==> config.mk <==
export PLATFORM = sky130hd
export DESIGN_NAME = fetch_queue
export DESIGN_NICKNAME = d
export VERILOG_FILES = /design/src/rtl/fetch_pkg.sv /design/src/rtl/fetch_queue_sync_fifo.sv /design/src/rtl/fetch_queue.sv
export SDC_FILE = /design/constraint.sdc
export NUM_CORES = 1
export LEC_CHECK = 0
export ABC_CLOCK_PERIOD_IN_PS = 4100
export CAP_MARGIN = 5
export CORE_MARGIN = 2
export CORE_UTILIZATION = 35
export CTS_CLUSTER_DIAMETER = 30
export CTS_CLUSTER_SIZE = 16
export DETAILED_ROUTE_END_ITERATION = 12
export SLEW_MARGIN = 10
export SYNTH_ARGS = -nofsm -noshare
export SYNTH_HDL_FRONTEND = slang
export SYNTH_HIERARCHICAL = 1
export SYNTH_SLANG_ARGS = --single-unit
==> constraint.sdc <==
create_clock -name clk -period 4.1 [get_ports clk]
set_input_delay 0.41 -clock clk [delete_from_list [all_inputs] [get_ports clk]]
set_output_delay 0.41 -clock clk [all_outputs]
set_load 0.02 [all_outputs]
==> src/rtl/fetch_pkg.sv <==
// Shared types and constants for the instruction fetch stage.
package fetch_pkg;

    localparam int unsigned PC_INCR     = 4;
    localparam int unsigned DEF_ADDR_W  = 64;
    localparam int unsigned DEF_INSTR_W = 32;

    typedef enum logic [0:0] {
        RUN   = 1'b0,
        FLUSH = 1'b1
    } fetch_state_e;

    typedef struct packed {
        logic [DEF_INSTR_W-1:0] instr;
        logic [DEF_ADDR_W-1:0]  pc;
    } fetch_entry_t;

    // Saturating 32-bit accumulate used by the statistics counters.
    function automatic logic [31:0] sat_add32(input logic [31:0] base, input logic [31:0] inc);
        logic [32:0] sum;
        sum = {1'b0, base} + {1'b0, inc};
        if (sum[32]) begin
            return 32'hFFFF_FFFF;
        end else begin
            return sum[31:0];
        end
    endfunction

endpackage

==> src/rtl/fetch_queue_sync_fifo.sv <==
// Small synchronous FIFO with flush; head is read straight from storage, no bypass.
module sync_fifo
    import fetch_pkg::*;
#(
    parameter int unsigned DEPTH   = 4,
    parameter type         entry_t = fetch_entry_t
) (
    input  logic                      clk,
    input  logic                      reset,
    input  logic                      push,
    input  logic                      pop,
    input  logic                      flush,
    input  entry_t                    wdata,
    output entry_t                    head,
    output logic [$clog2(DEPTH):0]    count,
    output logic                      full,
    output logic                      empty
);

    localparam int unsigned PTR_W = $clog2(DEPTH);
    localparam int unsigned CNT_W = PTR_W + 1;

    entry_t             mem_q [DEPTH];
    entry_t             mem_d [DEPTH];
    logic [PTR_W-1:0]   wr_ptr_q, wr_ptr_d;
    logic [PTR_W-1:0]   rd_ptr_q, rd_ptr_d;
    logic [CNT_W-1:0]   count_q, count_d;
    logic               do_push;
    logic               do_pop;

    assign full    = (count_q == CNT_W'(DEPTH));
    assign empty   = (count_q == CNT_W'(0));
    assign count   = count_q;
    assign head    = mem_q[rd_ptr_q];
    assign do_pop  = pop && !empty;
    assign do_push = push && (!full || do_pop);

    // Next-state for storage, pointers and occupancy; flush wins over push/pop.
    always_comb begin
        mem_d    = mem_q;
        wr_ptr_d = wr_ptr_q;
        rd_ptr_d = rd_ptr_q;
        count_d  = count_q;
        if (flush) begin
            wr_ptr_d = PTR_W'(0);
            rd_ptr_d = PTR_W'(0);
            count_d  = CNT_W'(0);
        end else begin
            if (do_push) begin
                mem_d[wr_ptr_q] = wdata;
                wr_ptr_d        = wr_ptr_q + PTR_W'(1);
            end else begin
                wr_ptr_d = wr_ptr_q;
            end
            if (do_pop) begin
                rd_ptr_d = rd_ptr_q + PTR_W'(1);
            end else begin
                rd_ptr_d = rd_ptr_q;
            end
            case ({do_push, do_pop})
                2'b10:   count_d = count_q + CNT_W'(1);
                2'b01:   count_d = count_q - CNT_W'(1);
                default: count_d = count_q;
            endcase
        end
    end

    // State registers; storage is cleared so the head reads zero out of reset.
    always_ff @(posedge clk) begin
        if (reset) begin
            for (int i = 0; i < DEPTH; i++) begin
                mem_q[i] <= '0;
            end
            wr_ptr_q <= PTR_W'(0);
            rd_ptr_q <= PTR_W'(0);
            count_q  <= CNT_W'(0);
        end else begin
            mem_q    <= mem_d;
            wr_ptr_q <= wr_ptr_d;
            rd_ptr_q <= rd_ptr_d;
            count_q  <= count_d;
        end
    end

endmodule

==> src/rtl/fetch_queue.sv <==
// Instruction fetch stage: PC, 1-cycle imem issue, PC-tagged instruction FIFO, redirect flush.
// Optional FETCH_STATS_EN adds saturating fetched/flushed counters.
module fetch_queue
    import fetch_pkg::*;
#(
    parameter int unsigned       DEPTH    = 4,
    parameter int unsigned       ADDR_W   = 64,
    parameter int unsigned       INSTR_W  = 32,
    parameter logic [ADDR_W-1:0] RESET_PC = {ADDR_W{1'b0}}
) (
    input  logic               clk,
    input  logic               reset,
    output logic               imem_req,
    output logic [ADDR_W-1:0]  imem_addr,
    input  logic [INSTR_W-1:0] imem_rdata,
    input  logic               redirect_valid,
    input  logic [ADDR_W-1:0]  redirect_pc,
    output logic               instr_valid,
    input  logic               instr_ready,
    output logic [INSTR_W-1:0] instr,
`ifdef FETCH_STATS_EN
    output logic [31:0]        stat_fetched,
    output logic [31:0]        stat_flushed,
`endif
    output logic [ADDR_W-1:0]  instr_pc
);

    localparam int unsigned CNT_W = $clog2(DEPTH) + 1;

    typedef struct packed {
        logic [INSTR_W-1:0] instr;
        logic [ADDR_W-1:0]  pc;
    } entry_t;

    fetch_state_e       state_q, state_d;
    logic [ADDR_W-1:0]  fetch_pc_q, fetch_pc_d;
    logic [ADDR_W-1:0]  inflight_pc_q, inflight_pc_d;
    logic               inflight_q, inflight_d;

    logic [CNT_W-1:0]   fifo_count;
    logic               fifo_full;
    logic               fifo_empty;
    logic [CNT_W:0]     occupancy;
    logic               issue;
    logic               push;
    logic               pop;
    logic               resp_live;
    entry_t             wr_entry;
    entry_t             head_entry;

    // Issue, response-write and handshake decisions for this cycle.
    always_comb begin
        occupancy = {1'b0, fifo_count} + {{CNT_W{1'b0}}, inflight_q};
        issue     = !reset && !redirect_valid && !fifo_full && (occupancy < (CNT_W+1)'(DEPTH));
        resp_live = inflight_q && (state_q == RUN);
        push      = resp_live && !redirect_valid;
        pop       = !fifo_empty && instr_ready;
        wr_entry  = '{instr: imem_rdata, pc: inflight_pc_q};
    end

    // Next-state for the flush state machine, PC and in-flight tracking.
    always_comb begin
        state_d       = state_q;
        fetch_pc_d    = fetch_pc_q;
        inflight_d    = 1'b0;
        inflight_pc_d = inflight_pc_q;
        case (state_q)
            RUN: begin
                if (redirect_valid) begin
                    state_d = FLUSH;
                end else begin
                    state_d = RUN;
                end
            end
            FLUSH: begin
                if (redirect_valid) begin
                    state_d = FLUSH;
                end else begin
                    state_d = RUN;
                end
            end
            default: state_d = RUN;
        endcase
        if (redirect_valid) begin
            fetch_pc_d = redirect_pc & ~ADDR_W'(3);
        end else if (issue) begin
            fetch_pc_d = fetch_pc_q + ADDR_W'(PC_INCR);
        end else begin
            fetch_pc_d = fetch_pc_q;
        end
        if (issue) begin
            inflight_d    = 1'b1;
            inflight_pc_d = fetch_pc_q;
        end else begin
            inflight_d    = 1'b0;
            inflight_pc_d = inflight_pc_q;
        end
    end

    // Fetch state registers.
    always_ff @(posedge clk) begin
        if (reset) begin
            state_q       <= RUN;
            fetch_pc_q    <= RESET_PC;
            inflight_q    <= 1'b0;
            inflight_pc_q <= {ADDR_W{1'b0}};
        end else begin
            state_q       <= state_d;
            fetch_pc_q    <= fetch_pc_d;
            inflight_q    <= inflight_d;
            inflight_pc_q <= inflight_pc_d;
        end
    end

    sync_fifo #(
        .DEPTH   (DEPTH),
        .entry_t (entry_t)
    ) u_fifo (
        .clk   (clk),
        .reset (reset),
        .push  (push),
        .pop   (pop),
        .flush (redirect_valid),
        .wdata (wr_entry),
        .head  (head_entry),
        .count (fifo_count),
        .full  (fifo_full),
        .empty (fifo_empty)
    );

    assign imem_req    = issue;
    assign imem_addr   = fetch_pc_q;
    assign instr_valid = !fifo_empty;
    assign instr       = head_entry.instr;
    assign instr_pc    = head_entry.pc;

`ifdef FETCH_STATS_EN
    logic [31:0] stat_fetched_q, stat_fetched_d;
    logic [31:0] stat_flushed_q, stat_flushed_d;
    logic [31:0] discard;

    // A pop in the redirect cycle is a real hand-off, so it is not counted as discarded.
    always_comb begin
        discard = 32'(fifo_count) + 32'(resp_live) - 32'(pop);
        if (pop) begin
            stat_fetched_d = sat_add32(stat_fetched_q, 32'd1);
        end else begin
            stat_fetched_d = stat_fetched_q;
        end
        if (redirect_valid) begin
            stat_flushed_d = sat_add32(stat_flushed_q, discard);
        end else begin
            stat_flushed_d = stat_flushed_q;
        end
    end

    // Statistics registers.
    always_ff @(posedge clk) begin
        if (reset) begin
            stat_fetched_q <= 32'd0;
            stat_flushed_q <= 32'd0;
        end else begin
            stat_fetched_q <= stat_fetched_d;
            stat_flushed_q <= stat_flushed_d;
        end
    end

    assign stat_fetched = stat_fetched_q;
    assign stat_flushed = stat_flushed_q;
`endif

endmodule

### Yosys cells after proc, flatten, opt, wreduce, memory -nomap -nowiden

Cells that the tools add are included.

| storage, ports and cells | value |
|---|---|
| output and inout port bits | 162 |
| register bits | 521 |

| cells by class | value |
|---|---|
| equality and inequality tests | 3 |
| add/subtract/negate cells | 6 |
| mux-type cells | 11 |
| magnitude comparators | 4 |
| bitwise gates (word level) | 4 |
| reductions and logical operators | 19 |

Operator list:

| kind | number |
|---|---|
| $bwmux 384 | 1 |
| $mux 96 | 3 |
| $bmux 96 s2 | 1 |
| $demux 96 s2 | 1 |
| $mux 64 | 2 |
| $add 64x3->64 const B | 1 |
| $logic_and 1x1->1 | 9 |
| $ge 3x3->1 const B | 2 |
| $not 2->3 | 2 |
| $pmux 3 s2 | 1 |
| $add 2x1->2 const B | 2 |
| $add 3x1->4 | 1 |
| $logic_not 1->1 | 4 |
| $lt 4x3->1 const B | 1 |
| $reduce_bool 2->1 | 2 |
| $add 3x1->3 const B | 1 |
| $eq 3x3->1 const B | 1 |
| $logic_not 3->1 | 1 |
| $lt 3x1->1 const B | 1 |
| $sub 3x1->3 const B | 1 |
| $eq 2x1->1 const B | 1 |
| $eq 2x2->1 const B | 1 |
| $mux 1 | 2 |
| $not 1->1 | 2 |
| other kinds (3) | 3 |

### Logic depth before layout (Yosys ltp)

| depth | value |
|---|---|
| depth in word-level cells | 8 |
| gate-level depth with buffers | 11 |
| depth with buffers taken out | 10 |

### By module

Netlist, hierarchy kept.

By module, submodules not included:

| module | seq. area each (um2) | times used | cells an instance | area an instance (um2) |
|---|---|---|---|---|
| sync_fifo | 7827.5 | 1 | 1517 | 17966.0 |
| fetch_queue | 2522.4 | 1 | 828 | 6298.5 |

### Worst setup path before layout

Ideal clock, no wire load.

| path | value |
|---|---|
| path kind | register to register |
| from | reg u_fifo.count_q[2], in the netlist u_fifo/count[2] |
| to | reg u_fifo.count_q[2], in the netlist u_fifo/count[2] |
| cell stages (with the launch flop) | 12 |
| arrival time | 2.754 ns |
| slack | 1.277 ns |
| clock period less this slack | 2.823 ns |
| path through | dfxtp_1 -> nor3_1 -> nor2b_1 -> or4b_1 -> buf_2 -> nand2_1 -> ha_1 -> inv_1 -> fa_1 -> xor2_1 -> or3_1 -> a21oi_1 |

| between the ends | value |
|---|---|
| cells in the longest elaborated chain, start to end | 8 |
| elaborated cells on any way between the ends | 14 |
| classes of those cells | add/sub: 2; eq/ne: 3; mux: 1; reduce/logical: 8 |

Ends and longest elaborated chain:

| item | line | text |
|---|---|---|
| start: declaration | fetch_queue_sync_fifo.sv:27 | `logic [CNT_W-1:0] count_q, count_d;` |
| start signal: assignment | fetch_queue_sync_fifo.sv:81 | `count_q <= count_d;` |
| $logic_not 3->1 (*) | fetch_queue_sync_fifo.sv:32 | `assign empty = (count_q == CNT_W'(0));` |
| named net fifo_empty | fetch_queue.sv:42 | `logic fifo_empty;` |
| $logic_not 1->1 (*) | fetch_queue.sv:57 | `pop = !fifo_empty && instr_ready;` |
| $logic_and 1x1->1 (*) | fetch_queue.sv:57 |  |
| named net pop | fetch_queue.sv:46 | `logic pop;` |
| $logic_and 1x1->1 (*) | fetch_queue_sync_fifo.sv:35 | `assign do_pop = pop && !empty;` |
| $logic_or 1x1->1 | fetch_queue_sync_fifo.sv:36 | `assign do_push = push && (!full \|\| do_pop);` |
| $logic_and 1x1->1 | fetch_queue_sync_fifo.sv:36 |  |
| $eq 2x1->1 or $eq 2x2->1 (tied branches) | fetch_queue_sync_fifo.sv:60 | `case ({do_push, do_pop})` |
| $pmux 3 s2 or $reduce_bool 2->1 (tied branches) | -- |  |

Mark *: on every way through the listed nets, which the timed path passes. The rest lies on a longest branch.
A chain may end at the register's enable or synchronous reset.

### Worst setup path after layout

| path | value |
|---|---|
| from | reg u_fifo.rd_ptr_q[0] |
| to | out instr_pc[48] |

| between the ends | value |
|---|---|
| cells in the longest elaborated chain, start to end | 4 |

Ends and longest elaborated chain:

| item | line | text |
|---|---|---|
| start: declaration | fetch_queue_sync_fifo.sv:26 | `logic [PTR_W-1:0] rd_ptr_q, rd_ptr_d;` |
| start signal: assignment | fetch_queue_sync_fifo.sv:80 | `rd_ptr_q <= rd_ptr_d;` |
| $not 2->3 (implied by the code) | fetch_queue_sync_fifo.sv:34 | `assign head = mem_q[rd_ptr_q];` |
| $bmux 96 s2 | fetch_queue_sync_fifo.sv:34 |  |
| $mux 96 (implied by the code) (2 in a row) | fetch_queue_sync_fifo.sv:34 |  |
| end: declaration | fetch_queue.sv:25 | `output logic [ADDR_W-1:0] instr_pc` |

Every way passes these cells. The select of a mux whose other input is x is not followed.

==> flow_metrics.tcl <==
set metrics [dict create \
    dr.pass1.iters 6 \
    status "finished clean" \
    synthesis.area_sq_mm 0.0243 \
    grt_pass1_vias 19319 \
    power.switching_mw 3.55 \
    place_congestion 0.915 \
    grt_pass1_wl_mm 108 \
    root_buffer "clkbuf_16" \
    yosysUniqueCellTypes 72 \
    dp_hpwl_mm 44.5 \
    synthAdderAreaFrac 0.00392 \
    hold_viol 0 \
    chipWidth_um 267 \
    setup_ws_ps 605 \
    synth_xor_area_frac 0.00469 \
    grt_max_degree 246 \
    cts_tree "yes" \
    cts-buffers-inserted 121 \
    crit_arrival_ps 3080 \
    layout.nets 2693 \
    required_ps 3690 \
    path_max_fanout 41 \
    drive_gt1_frac 0.142 \
    finalSetupViolCount 0 \
    skew_ps 41.4 \
    placedCellCount 3394 \
    p_sw_frac 0.222 \
    port_buffers 257 \
    p_leak_nw 12.7 \
    synth-simple-area-share 0.218 \
    via_per_inst 5.13 \
    clock_power_share 0.628 \
    synth-compound-area-share 0.0467 \
    wire_per_inst_um 19.2 \
    dpl_cell_area_sq_mm 0.0274 \
    hold_class "in -> reg" \
    ant_nets 0 \
    finalSetupTns_ps 0 \
    slew_headroom 0.346 \
    fin_crit_ps 3490 \
    synth_top_area_share 0.427 \
    yosys.area.top_type "dfxtp_1" \
    syn_to_final_growth_pct 31.0 \
    cap_violations 0 \
    comb_power_share 0.044 \
    clockBufferDepth 3 \
    clkLatencyLatePin_ps 660 \
    groute.usage.overall 0.192 \
    rsz0062_at_grt "no" \
    synth-edff-count 0 \
    vias 18578 \
    post_cts_resize_count 0 \
    clkSinkCount 517 \
    drcViolationCount 0 \
    layout_common_cells "dfxtp_1, nand2b_1, mux2i_1, clkdlybuf4s50_1, nand2_1" \
    cellPowerDensity_mw_per_mm2 503 \
    final_area_sq_mm 0.0318 \
    internal_power_mw 12.4 \
    gr-total-overflow 0 \
    coreArea_sq_mm 0.0686 \
    period_share 0.852 \
    synthMuxAreaShare 0.254 \
    yosys_warnings 6 \
    synthTopCellsByArea "dfxtp_1, mux2i_1, nand2b_1" \
    synth_top_family_by_area "multiplexers" \
    worstSetupEndpointType "output port" \
    worst_slew_pin_slew_ps 981 \
    post_cts_buffers 0 \
    p_seq_frac 0.328 \
    antenna_found_initial 3 \
    power_mw 16.0 \
    ys_seq_area_frac 0.427 \
    clk_pin_slew_ps 50 \
    fin_hold_ws_ps 121 \
    netlist_instances 2345 \
    cts.htree.levels 3 \
    drtIter0Drc 1372 \
    start_util 0.354 \
    die_area_sq_mm 0.0714 \
    critPathLaunchType "flop" \
    peakVddDrop_v 0.000357 \
    synth_seq_cells 517 \
    chipHeight_um 267 \
    ys.flop_type "dfxtp_1" \
    fmax_ghz 0.286 \
    cts_hold_buf 0 \
    layout_commonest_cell "dfxtp_1" \
    finalMaxSlewViolations 0 \
    synthArstFlopShare 0 \
    wirelength_mm 69.6 \
    pre_cts_slack_ps 825 \
    placementRows 96 \
    io_pins 262 \
    avgSynthCellArea_sq_um 10.3 \
    final_cells 3620 \
    crit_type "reg -> out" \
    final_util 0.464 \
]
area by class of cell:
cell class	instances	area, sq um
fillers	6253	36800
multi-input cells	1636	12900
flip-flops and latches	517	10400
clock buffers	153	3380
repair buffers	291	2980
well taps	931	1160
clock inverters	72	978
inverters	19	71.3
diodes	1	2.50
sequential cells by signal (all words and copies together) (netlist names):
signal,flops
u_fifo/rd_ptr_q,2
inflight_pc_q,62
u_fifo/wr_ptr_q,2
u_fifo/mem_q,384
inflight_q,1
imem_addr,62
u_fifo/count,3
state_q,1
path summary, 6_finish.rpt:
path	from	to	slack (ps)	cells after the start
min reg2reg	inflight_pc_q[34]	inflight_pc_q[34]	450	2
max reg2reg	u_fifo/count[0]	u_fifo/count[2]	790	10
min	reset	inflight_pc_q[61]	120	2
max	u_fifo/rd_ptr_q[0]	instr_pc[48]	610	3
cells in the mapped netlist, types with 5 or more instances:
library cell	number
dfxtp_1	517
nand2b_1	481
mux2i_1	394
nand2_1	190
mux4_2	96
clkbuf_1	95
a21oi_1	91
nor2_1	48
nand4_1	42
nand3_1	40
and3_1	26
or3_1	25
buf_2	20
buf_4	19
inv_1	19
nor3_1	19
o21ai_0	19
a31oi_1	16
nor4_1	15
buf_1	14
buf_6	12
or4_1	12
o211ai_1	10
xnor2_1	9
buf_8	8
a311oi_1	6
buf_12	6
ha_1	6
mux2_2	6
or2_2	6
a211oi_1	5
a22oi_1	5
logic make-up after synthesis:
group                      count (synthesis)
DFF                                      517
and+or+nand+nor                          933
adders and majority gates                  7
muxes                                    496
AOI/OAI and AO/OA                        183
other                                      1
buffers and inverters                    195
xor gates and xnor gates                  13
routing by layer:
metal  GRT usage  share of wire  wire [um]
met1       0.251           0.44      30900
met2       0.309           0.46      31900
met3      0.0436          0.070       4870
met4      0.0726          0.028       1950
met5           0        0.00011          8
worst max-delay path, cell delays in order (launching register included):
cell and delay [ps]:
dfxtp_4 950, buf_12 340, mux4_2 570, clkdlybuf4s50_1 590
power by group through the flow:
stage,Clock [mW],Combinational [mW],Sequential [mW]
CTS,10.2,0.708,5.23
finish,10.0,0.708,5.24
detailed placement,0,0.704,5.32
global route,10.5,0.757,5.24
global placement,0,0.693,5.32
floorplan,0,0.360,5.32
No activity file was read; power rests on OpenSTA's default activity.
==> edit: new RTL, config.mk and constraints unchanged <==
Change the parameter `ADDR_W` from 64 to 60.
--- a/src/rtl/fetch_queue.sv
+++ b/src/rtl/fetch_queue.sv
@@ -5,5 +5,5 @@
 #(
     parameter int unsigned       DEPTH    = 4,
-    parameter int unsigned       ADDR_W   = 64,
+    parameter int unsigned       ADDR_W   = 60,
     parameter int unsigned       INSTR_W  = 32,
     parameter logic [ADDR_W-1:0] RESET_PC = {ADDR_W{1'b0}}
Ports: changed (resized imem_addr, instr_pc and redirect_pc); port bits go from 262 to 250. The function was not compared with the original's and may differ.
==> edit against the unedited design <==
Routed wire length fell by 8.6%; synthesized area decreased by 5.2%; critical path depth rose by 4; setup slack lost 0.019 ns; cell area fell by 5.6%; highest routed layer is now met4; non-clock buffer count shrank 18; sequential cell count shrank 24; via count fell by 8.1%; sequential share of layout area up 0.34 points; global-route usage shrank 0.79 points; power decreased by 8.0%.
==> edit: results (changes against the unedited design) <==
Clocking
  – CTS H-tree depth: 3 (unchanged)
  – CTS buffer count: 112 (was 121)
  – Post-CTS Setup Inserts: 0 (unchanged)
  – Post-CTS sizing: 0 (unchanged)
  – Clk pin slew, worst setup/hold paths: 0.05 ns (about the same)
  – Worst-Skew Late Latency: 0.66 ns (about the same)
  – Clock Root Buffer: clkbuf_16 (unchanged)
  – Clock Tree Buf Depth: 3 (unchanged)

Layout
  – Fin cells: 3382 (was 3620)
  – Largest register FFs: 368 (was 384)
  – Share of cells above drive strength 1: 14.23% (was 14.17%)
  – Layout Nets: 2524 (was 2693)
  – Most flop-heavy register: u_fifo/mem_q (unchanged)

Detailed routing
  – Final wirelength: 63650 um (was 69610 um)
  – First-pass DRT Iterations: 5 (was 6)
  – Vias per inst: 5.051 (was 5.132)
  – DR iter-0 viols: 981 (was 1372)

Pwr
  – P_leak: 11.98 nW (was 12.71 nW)
  – VDD IR max: 0.2886 mV (was 0.3567 mV)

Logic synthesis
  – Post-synthesis cell type count: 67 (was 72)
  – Area contributors post-synth: dfxtp_1, mux2i_1, nand2b_1 (unchanged)
  – Ys async rst share: 0% (unchanged)
  – Synth Instances: 2201 (was 2345)
  – Synth Warn #: 6 (unchanged)
  – Post-synth top cells: dfxtp_1, nand2b_1, mux2i_1 (unchanged)
  – Seq/Total Area, Yosys: 42.89% (was 42.65%)
  – Ys flop type: dfxtp_1 (unchanged)

Place
  – DP HPWL: 40410 um (was 44480 um)
  – RD Place Congestion: 0.8684 (was 0.9147)
  – PortBufs: 245 (was 257)
  – Placed cell area: 26050 um^2 (was 27430 um^2)
  – Placed cell count: 3171 (was 3394)

Critical path
  – Crit path DAT: 3.10 ns (was 3.08 ns)
  – Worst-path fanout max: 17 (was 41)

Global routing
  – Vias in the first global route: 17560 (was 19320)
  – Largest net degree at the start of global routing: 336 (was 246)
  – Initial antenna violation count: 1 (was 3)
  – Total GRT Usage: 18.41% (was 19.20%)
  – First-pass GRT wire length: 98530 um (was 108400 um)
  – GRT met3 Usage: 4.157% (was 4.358%)
  – GR Layer Usage met2: 28.92% (was 30.88%)
  – Met1 global-route usage: 24.71% (was 25.05%)

Outcome
  – Outcome: completed (unchanged)

Timing
  – Skew final: 0.05183 ns (was 0.04144 ns)
  – Worst Max-Slew Pin Slew: 1.100 ns (was 0.9809 ns)

Worst hold path
  – Worst Hold Class: primary input to flop (unchanged)
-- edit: cell type report --
class	count	area [um^2]
Clock buffer	144	3144
Sequential cell	493	9877
Timing Repair Buffer	273	2813
Clock inverter	65	807.0
Fill cell	6063	35380
Tap cell	864	1081
Antenna cell	2	5.005
Multi-Input combinational cell	1526	12230
Inverter	15	56.30
-- edit: cells by family (layout without fill, tap and decap cells) --
logic type	count (synthesis)	count (layout)	share of synthesized area, %
AO/OA/AOI/OAI	171	171	4.654
XOR/XNOR	23	23	0.8754
adder cells (fa/ha/maj)	7	7	0.4132
buffers and inverters	185	497	4.257
flip-flops	493	493	42.89
multiplexers	470	470	25.47
other	1	6	0.01630
AND/OR/NAND/NOR	851	851	21.42
-- edit: where the power goes --
group | internal, mW | switching [mW]
clock network | 6.21 | 2.89
registers | 4.87 | 0.105
logic | 0.313 | 0.322
total | 11.4 | 3.32
-- edit: stage by stage --
stage,power [mW],worst slack [ns],util [%]
6_report,14.71,0.5863,45.89
5_1_grt,15.19,0.4486,45.88
4_1_cts,14.88,0.5659,45.88
3_5_place_dp,5.690,0.7953,39.84
3_3_place_gp,5.679,0.8327,39.84
2_1_floorplan,5.392,1.282,-
-- edit: worst paths after layout --
kind | startpoint | endpoint | slack, ns | cells past startpoint
worst min register to register | inflight_pc_q[37] | inflight_pc_q[37] | 0.45 | 2
worst min-delay path | reset | imem_addr[2] | 0.20 | 2
worst max-delay path | u_fifo/count[0] | imem_req | 0.59 | 7
worst max register to register | u_fifo/count[0] | u_fifo/count[2] | 0.76 | 10
-- edit: critical path, stage by stage (launching register included) --
cell,delay (ns)
dfxtp_1,0.44
inv_1,0.12
and3_1,0.21
a311oi_2,0.25
buf_4,0.34
nand2_2,0.13
inv_2,0.26
clkdlybuf4s50_1,0.68
-- edit: metal layers --
| layer | vias up | share of wire (%) | routed length [um] |
|---|---|---|---|
| met1 | 8313 | 46 | 29120 |
| met5 | - | 0 | 0 |
| met3 | 96 | 6.6 | 4202 |
| met4 | 0 | 2.4 | 1539 |
| li1 | 8180 | - | - |
| met2 | 492 | 45 | 28780 |
